==> config.mk <==
export PLATFORM = sky130hd
export DESIGN_NAME = dap_cmd_dispatcher_flat
export DESIGN_NICKNAME = d
export VERILOG_FILES = /design/src/rtl/dap_cmd_dispatcher_if.sv /design/src/rtl/dap_cmd_dispatcher.sv /design/src/flat_wrapper.sv
export SDC_FILE = /design/constraint.sdc
export NUM_CORES = 1
export LEC_CHECK = 0
export CORE_ASPECT_RATIO = 0.9
export CORE_MARGIN = 2
export CORE_UTILIZATION = 47
export DETAILED_ROUTE_END_ITERATION = 8
export DONT_BUFFER_PORTS = 1
export MAX_ROUTING_LAYER = met4
export SKIP_LAST_GASP = 1
export SYNTH_ARGS = -nofsm -noshare
export SYNTH_HDL_FRONTEND = slang
export SYNTH_SLANG_ARGS = --single-unit
==> constraint.sdc <==
create_clock -name hclk -period 3.44 [get_ports hclk]
set_input_delay 0 -clock hclk [delete_from_list [all_inputs] [get_ports hclk]]
set_output_delay 0 -clock hclk [all_outputs]
set_load 0.02 [all_outputs]
==> src/rtl/dap_cmd_dispatcher_if.sv <==
// +--------------------------------------------------------------------+
// | dap_cmd_dispatcher_if : request, worker and response buses of the  |
// | DAP command dispatcher.                       Revision: 1.0        |
// +--------------------------------------------------------------------+
`default_nettype none

interface dap_cmd_dispatcher_if;
    logic        req_tvalid;
    logic        req_tready;
    logic [7:0]  req_tdata;
    logic [3:0]  worker_en;
    logic [3:0]  worker_start;
    logic [3:0]  worker_in_tvalid;
    logic [3:0]  worker_in_tready;
    logic [7:0]  worker_in_tdata;
    logic [3:0]  worker_out_tvalid;
    logic [31:0] worker_out_tdata;
    logic [3:0]  worker_done;
    logic        resp_tvalid;
    logic [7:0]  resp_tdata;
    logic        resp_done;

    // Dispatcher side
    modport master (
        input  req_tvalid, req_tdata, worker_in_tready,
               worker_out_tvalid, worker_out_tdata, worker_done,
        output req_tready, worker_en, worker_start, worker_in_tvalid,
               worker_in_tdata, resp_tvalid, resp_tdata, resp_done
    );

    // USB host and worker side
    modport slave (
        output req_tvalid, req_tdata, worker_in_tready,
               worker_out_tvalid, worker_out_tdata, worker_done,
        input  req_tready, worker_en, worker_start, worker_in_tvalid,
               worker_in_tdata, resp_tvalid, resp_tdata, resp_done
    );
endinterface

`default_nettype wire

==> src/rtl/dap_cmd_dispatcher.sv <==
// +--------------------------------------------------------------------+
// | dap_cmd_dispatcher : routes a DAP command byte to one of four      |
// | workers and streams its response. Option: DAP_CMD_TIMEOUT_EN.      |
// | Revision: 1.0                                                      |
// +--------------------------------------------------------------------+
`default_nettype none

module dap_cmd_dispatcher #(
    parameter logic [7:0]  CMD0_ID        = 8'h09,
    parameter logic [7:0]  CMD1_ID        = 8'h00,
    parameter logic [7:0]  CMD2_ID        = 8'h02,
    parameter logic [7:0]  CMD3_ID        = 8'h05,
    parameter logic [23:0] TIMEOUT_CYCLES = 24'd1000000
) (
    input wire                   hclk,
    input wire                   resetn,
    dap_cmd_dispatcher_if.master bus
);

    typedef enum logic [2:0] {
        S_IDLE   = 3'd0,
        S_DECODE = 3'd1,
        S_RUN    = 3'd2,
        S_FINISH = 3'd3,
        S_ERR    = 3'd4
    } state_t;

    state_t     state_q, state_d;
    logic [7:0] cmd_q, cmd_d;
    logic [1:0] sel_q, sel_d;
    logic [3:0] worker_en_q, worker_en_d;
    logic       rsp_vld_q, rsp_vld_d;
    logic [7:0] rsp_dat_q, rsp_dat_d;
    logic       match;
    logic [1:0] match_sel;
    logic       timeout_hit;

    assign worker_en_d   = 4'hF;
    assign bus.worker_en = worker_en_q;

    // Lowest channel index wins when IDs are duplicated
    always_comb begin
        match     = 1'b1;
        match_sel = 2'd0;
        if (cmd_q == CMD0_ID)      match_sel = 2'd0;
        else if (cmd_q == CMD1_ID) match_sel = 2'd1;
        else if (cmd_q == CMD2_ID) match_sel = 2'd2;
        else if (cmd_q == CMD3_ID) match_sel = 2'd3;
        else                       match     = 1'b0;
    end

`ifdef DAP_CMD_TIMEOUT_EN
    logic [23:0] timeout_cnt_q, timeout_cnt_d;

    assign timeout_cnt_d = (state_q == S_RUN) ? timeout_cnt_q + 24'd1 : 24'd0;
    assign timeout_hit   = (state_q == S_RUN) && (timeout_cnt_q == TIMEOUT_CYCLES - 24'd1);

    always_ff @(posedge hclk or negedge resetn) begin
        if (!resetn) timeout_cnt_q <= 24'd0;
        else         timeout_cnt_q <= timeout_cnt_d;
    end
`else
    logic unused_timeout;

    assign timeout_hit    = 1'b0;
    assign unused_timeout = ^TIMEOUT_CYCLES;
`endif

    always_comb begin
        state_d              = state_q;
        cmd_d                = cmd_q;
        sel_d                = sel_q;
        rsp_vld_d            = 1'b0;
        rsp_dat_d            = 8'h00;
        bus.req_tready       = 1'b0;
        bus.worker_start     = 4'h0;
        bus.worker_in_tvalid = 4'h0;
        bus.worker_in_tdata  = 8'h00;
        bus.resp_tvalid      = 1'b0;
        bus.resp_tdata       = 8'h00;
        bus.resp_done        = 1'b0;
        case (state_q)
            S_IDLE: begin
                // Not ready until the first clock after reset release
                bus.req_tready = worker_en_q[0];
                if (worker_en_q[0] && bus.req_tvalid) begin
                    cmd_d   = bus.req_tdata;
                    state_d = S_DECODE;
                end
            end
            S_DECODE: begin
                bus.resp_tvalid = 1'b1;
                bus.resp_tdata  = cmd_q;
                if (match) begin
                    sel_d   = match_sel;
                    state_d = S_RUN;
                end else begin
                    state_d = S_ERR;
                end
            end
            S_RUN: begin
                bus.worker_start[sel_q]     = 1'b1;
                bus.worker_in_tvalid[sel_q] = bus.req_tvalid;
                bus.worker_in_tdata         = bus.req_tdata;
                bus.req_tready              = bus.worker_in_tready[sel_q];
                rsp_vld_d                   = bus.worker_out_tvalid[sel_q];
                rsp_dat_d                   = bus.worker_out_tdata[{sel_q, 3'b000} +: 8];
                bus.resp_tvalid             = rsp_vld_q;
                bus.resp_tdata              = rsp_dat_q;
                if (bus.worker_done[sel_q]) state_d = S_FINISH;
                else if (timeout_hit)       state_d = S_ERR;
            end
            S_FINISH: begin
                // Only a byte captured alongside worker_done can still be pending here
                bus.resp_tvalid = rsp_vld_q;
                bus.resp_tdata  = rsp_dat_q;
                bus.resp_done   = 1'b1;
                state_d         = S_IDLE;
            end
            S_ERR: begin
                bus.resp_tvalid = 1'b1;
                bus.resp_tdata  = 8'hFF;
                bus.resp_done   = 1'b1;
                state_d         = S_IDLE;
            end
            default: state_d = S_IDLE;
        endcase
    end

    always_ff @(posedge hclk or negedge resetn) begin
        if (!resetn) begin
            state_q     <= S_IDLE;
            cmd_q       <= 8'h00;
            sel_q       <= 2'd0;
            worker_en_q <= 4'h0;
            rsp_vld_q   <= 1'b0;
            rsp_dat_q   <= 8'h00;
        end else begin
            state_q     <= state_d;
            cmd_q       <= cmd_d;
            sel_q       <= sel_d;
            worker_en_q <= worker_en_d;
            rsp_vld_q   <= rsp_vld_d;
            rsp_dat_q   <= rsp_dat_d;
        end
    end

endmodule

`default_nettype wire

==> src/flat_wrapper.sv <==
// flat-port wrapper written by rule: the top's interface ports become plain ports
module dap_cmd_dispatcher_flat 
#(
    parameter logic [7:0]  CMD0_ID        = 8'h09,
    parameter logic [7:0]  CMD1_ID        = 8'h00,
    parameter logic [7:0]  CMD2_ID        = 8'h02,
    parameter logic [7:0]  CMD3_ID        = 8'h05,
    parameter logic [23:0] TIMEOUT_CYCLES = 24'd1000000
)
  (hclk, resetn, bus_req_tvalid, bus_req_tdata, bus_worker_in_tready, bus_worker_out_tvalid, bus_worker_out_tdata, bus_worker_done, bus_req_tready, bus_worker_en, bus_worker_start, bus_worker_in_tvalid, bus_worker_in_tdata, bus_resp_tvalid, bus_resp_tdata, bus_resp_done);
  dap_cmd_dispatcher_if bus_i ();
  input wire hclk;
  input wire resetn;
  input wire logic [$bits(bus_i.req_tvalid)-1:0] bus_req_tvalid;
  input wire logic [$bits(bus_i.req_tdata)-1:0] bus_req_tdata;
  input wire logic [$bits(bus_i.worker_in_tready)-1:0] bus_worker_in_tready;
  input wire logic [$bits(bus_i.worker_out_tvalid)-1:0] bus_worker_out_tvalid;
  input wire logic [$bits(bus_i.worker_out_tdata)-1:0] bus_worker_out_tdata;
  input wire logic [$bits(bus_i.worker_done)-1:0] bus_worker_done;
  output wire logic [$bits(bus_i.req_tready)-1:0] bus_req_tready;
  output wire logic [$bits(bus_i.worker_en)-1:0] bus_worker_en;
  output wire logic [$bits(bus_i.worker_start)-1:0] bus_worker_start;
  output wire logic [$bits(bus_i.worker_in_tvalid)-1:0] bus_worker_in_tvalid;
  output wire logic [$bits(bus_i.worker_in_tdata)-1:0] bus_worker_in_tdata;
  output wire logic [$bits(bus_i.resp_tvalid)-1:0] bus_resp_tvalid;
  output wire logic [$bits(bus_i.resp_tdata)-1:0] bus_resp_tdata;
  output wire logic [$bits(bus_i.resp_done)-1:0] bus_resp_done;
  assign bus_i.req_tvalid = bus_req_tvalid;
  assign bus_i.req_tdata = bus_req_tdata;
  assign bus_i.worker_in_tready = bus_worker_in_tready;
  assign bus_i.worker_out_tvalid = bus_worker_out_tvalid;
  assign bus_i.worker_out_tdata = bus_worker_out_tdata;
  assign bus_i.worker_done = bus_worker_done;
  assign bus_req_tready = bus_i.req_tready;
  assign bus_worker_en = bus_i.worker_en;
  assign bus_worker_start = bus_i.worker_start;
  assign bus_worker_in_tvalid = bus_i.worker_in_tvalid;
  assign bus_worker_in_tdata = bus_i.worker_in_tdata;
  assign bus_resp_tvalid = bus_i.resp_tvalid;
  assign bus_resp_tdata = bus_i.resp_tdata;
  assign bus_resp_done = bus_i.resp_done;
  dap_cmd_dispatcher #(.CMD0_ID(CMD0_ID), .CMD1_ID(CMD1_ID), .CMD2_ID(CMD2_ID), .CMD3_ID(CMD3_ID), .TIMEOUT_CYCLES(TIMEOUT_CYCLES)) u_core (.hclk(hclk), .resetn(resetn), .bus(bus_i));
endmodule
==> summary.txt <==
Synth
  • Synth warnings: 0
  • Post-synthesis cell count: 151
  • Syn_area_per_cell: 10.2 um2
  • Unique cell type count in the Yosys netlist: 32
  • Post-synthesis cell area: 1540 um2
  • Syn_nets: 206
  • Seq cells post-synth: 23
  • Sequential area share after synthesis: 0.374

Floorplan
  • Die X: 64.3 um
  • Die area: 3750 um2
  • Initial Util: 0.498
  • Site Rows: 19
  • Io pins: 86
  • Chip Height: 58.3 um
  • Placeable Area: 3090 um2

Timing
  • Post-route minimum period: 2240 ps
  • Final worst slack: 1200 ps
  • Slew Viols, Final: 0
  • Unrepaired setup endpoints after global routing: no
  • Final hold vios: 0
  • Slew @ Worst Pin: 1040 ps
  • Fmax: 0.447 GHz
  • Fin crit share: 0.651
  • Setup TNS: 0 ps
  • Rel. slew slack: 0.304
  • Endpoints failing setup: 0
  • Setup Skew: 4.82 ps

Final layout
  • Reg area: 576 um2
  • Fill cell count: 289
  • Antenna cells: 0
  • Area grow syn2layout: 6.17%
  • Share of post-route cells with drive strength above 1: 0.196
  • Area of the multi-input gates: 871 um2
  • Post-layout net count: 204

Setup path
  • Setup CP Type: register to primary output
  • R2R setup slack: 1470 ps
  • CP max-delay cell: dfrtp_1
  • Worst-path cell chain: nor2b_1 -> nand2_1 -> o21ai_0
  • Crit-path max FO: 35
  • Worst EP required: 3440 ps
  • Crit path max-delay family: flip-flops
  • Crit end category: primary output
  • Largest stage delay, worst path: 950 ps
  • Crit path DAT: 2240 ps
  • Critical path buffers and inverters: 0
  • R2r endpoint: u_core.sel_q[0]$_DFFE_PN0P_
  • Critical Path Source Type: register
  • R2R depth: 4
  • Worst r2r src: u_core.state_q[1]$_DFFE_PN0P_

Route
  • Wire length per cell: 19.0 um
  • Drc violations: 0
  • Final wirelength: 3.60 mm
  • Post-DRT Antenna Nets: 0
  • Initial DRC Count: 76
  • Pre-antenna DRT Iters: 4
  • Vias: 1190
  • Via density: 6.26

Global route
  • Vias in the first global route: 1245
  • Antenna violations before repair: 0
  • Total GRT Usage: 0.213
  • Global-route wire length before repair: 5.87 mm
  • Grt total ovfl: 0
  • Largest net degree at the start of global routing: 36

Clock network
  • Max Buffers Root-to-Sink: 2
  • Clk_lat worst skew: 320 ps
  • CTS Root Cell: clkbuf_4
  • Htree depth: 1
  • TritonCTS clock tree: done
  • Cts bufs inserted: 3
  • Clk pin slew, worst setup/hold paths: 130 ps
  • PostCTS Resize Cnt: 0
  • CTS sink cnt: 23

Placement
  • Post-detail-place hpwl: 2.69 mm
  • DP Worst Slack: 1510 ps
  • Port bufs: 0
  • RD Place Congestion: 0.869

Worst hold path
  • Hold path start: bus_worker_done[0]
  • Hold depth: 3
  • Min-Delay Path Class: input pin to register
  • Hold Crit Endpoint: u_core.state_q[0]$_DFFE_PN0P_

Run status
  • Outcome: finished, final reports clean

Power and ir drop
  • Leak Pwr: 0.717 nW
  • Power Density: 624 nW/um2
  • Worst VDD drop: 210 uV

Job
  • MaxCap Viol Count: 0
report_power, final:
group          internal (mW)  switching (mW)  leakage (nW)
Combinational          0.165           0.254         0.406
Clock                 0.0437          0.0866        0.0177
Sequential             0.335           0.135         0.294
Total                  0.544           0.476         0.717
cells in the mapped netlist, drive strengths merged:
master,n,area (um2)
a2111oi,1,15.0
nor2b,4,25.0
nand4,1,6.26
a21oi,10,50.1
a41oi,2,17.5
nor2,4,15.0
o31ai,1,7.51
a31oi,1,6.26
inv,3,11.3
mux4,11,248
o21ai,11,55.1
nor3,5,25.0
xnor2,1,8.76
nand2,16,67.6
clkbuf,9,33.8
conb,1,3.75
nand2b,3,18.8
nor4,1,21.3
nand3,1,5.00
and2,1,6.26
nor3b,1,12.5
a21o,1,7.51
mux2,9,101
dfrtp,23,576
o22a,1,8.76
o32a,2,20.0
buf,8,48.8
and3,19,119
flip-flops by register name, summed over array words and instances (netlist names):
register              cells
u_core.rsp_dat_q          8
u_core.state_q            3
u_core.rsp_vld_q          1
u_core.cmd_q              8
u_core.sel_q              2
u_core.bus.worker_en      1
worst max path at each step:
stage / end / slack, ps / cells past startpoint / startpoint
6_report: bus_resp_tdata[5] / 1200 / 3 / u_core.state_q[1]$_DFFE_PN0P_
5_1_grt: bus_resp_tdata[7] / 980 / 3 / u_core.state_q[1]$_DFFE_PN0P_
4_1_cts: bus_req_tready / 1190 / 3 / u_core.sel_q[0]$_DFFE_PN0P_
3_5_place_dp: u_core.cmd_q[2]$_DFFE_PN0P_ / 1510 / 3 / u_core.bus.worker_en[0]$_DFF_PN0_
3_3_place_gp: u_core.cmd_q[4]$_DFFE_PN0P_ / 1550 / 3 / u_core.bus.worker_en[0]$_DFF_PN0_
2_1_floorplan: u_core.rsp_dat_q[5]$_DFF_PN0_ / 1930 / 4 / u_core.sel_q[0]$_DFFE_PN0P_
cell usage in the layout (no fill, tap or decap), types with 5 or more instances in the layout:
cell type | netlist | routed
nand2_1 | 15 | 15
and3_1 | 19 | 19
mux4_2 | 11 | 11
nor3_1 | 5 | 5
o21ai_0 | 10 | 10
mux2_2 | 9 | 9
dlygate4sd3_1 | 0 | 9
a21oi_1 | 10 | 10
dfrtp_1 | 23 | 23
through the flow:
| step | hold slack (ps) | cell area, um2 | utilization | cells | power, mW |
|---|---|---|---|---|---|
| global placement | -295 | 1520 | 0.491 | 177 | 0.862 |
| global route | 18.0 | 1640 | 0.529 | 190 | 1.09 |
| finish | 11.4 | 1640 | 0.529 | 190 | 1.02 |
| floorplan | -296 | 1540 | - | 151 | 0.805 |
| CTS | 16.4 | 1640 | 0.529 | 190 | 1.03 |
| detailed placement | -295 | 1520 | 0.491 | 177 | 0.879 |
layout make-up:
type | instances | area share
timing repair buffer | 10 | 0.0597
inverter | 3 | 0.00689
multi-input combinational | 108 | 0.533
clock buffer | 3 | 0.0138
sequential | 23 | 0.352
clock inverter | 1 | 0.00306
tap | 42 | 0.0321
timing repair:
item,4_1_cts,5_1_grt
setup buffers,0,0
hold endpoints to repair,31,0
hold buffers,9,0
tightest hold or removal path, stage by stage:
cell     delay, ps
mux4_2         200
nand2_1         50
nand2_1         60
cells by family (layout without fill, tap and decap cells):
kind of cell | after synthesis | count (layout) | synth area share
buffers and inverters | 20 | 17 | 0.0609
other | 1 | 1 | 0.00243
AND/OR/NAND/NOR | 56 | 56 | 0.209
flip-flops | 23 | 23 | 0.374
AO/OA/AOI/OAI | 30 | 30 | 0.122
multiplexers | 20 | 20 | 0.227
XOR/XNOR | 1 | 1 | 0.00569
routing by layer:
metal,share of wire,track usage,wire length (um)
met1,0.42,0.279,1510
met2,0.46,0.333,1670
met3,0.10,0.0402,370
met4,0.014,0.0821,52
met5,0,-,0
Power figures use the tool's default switching activity.
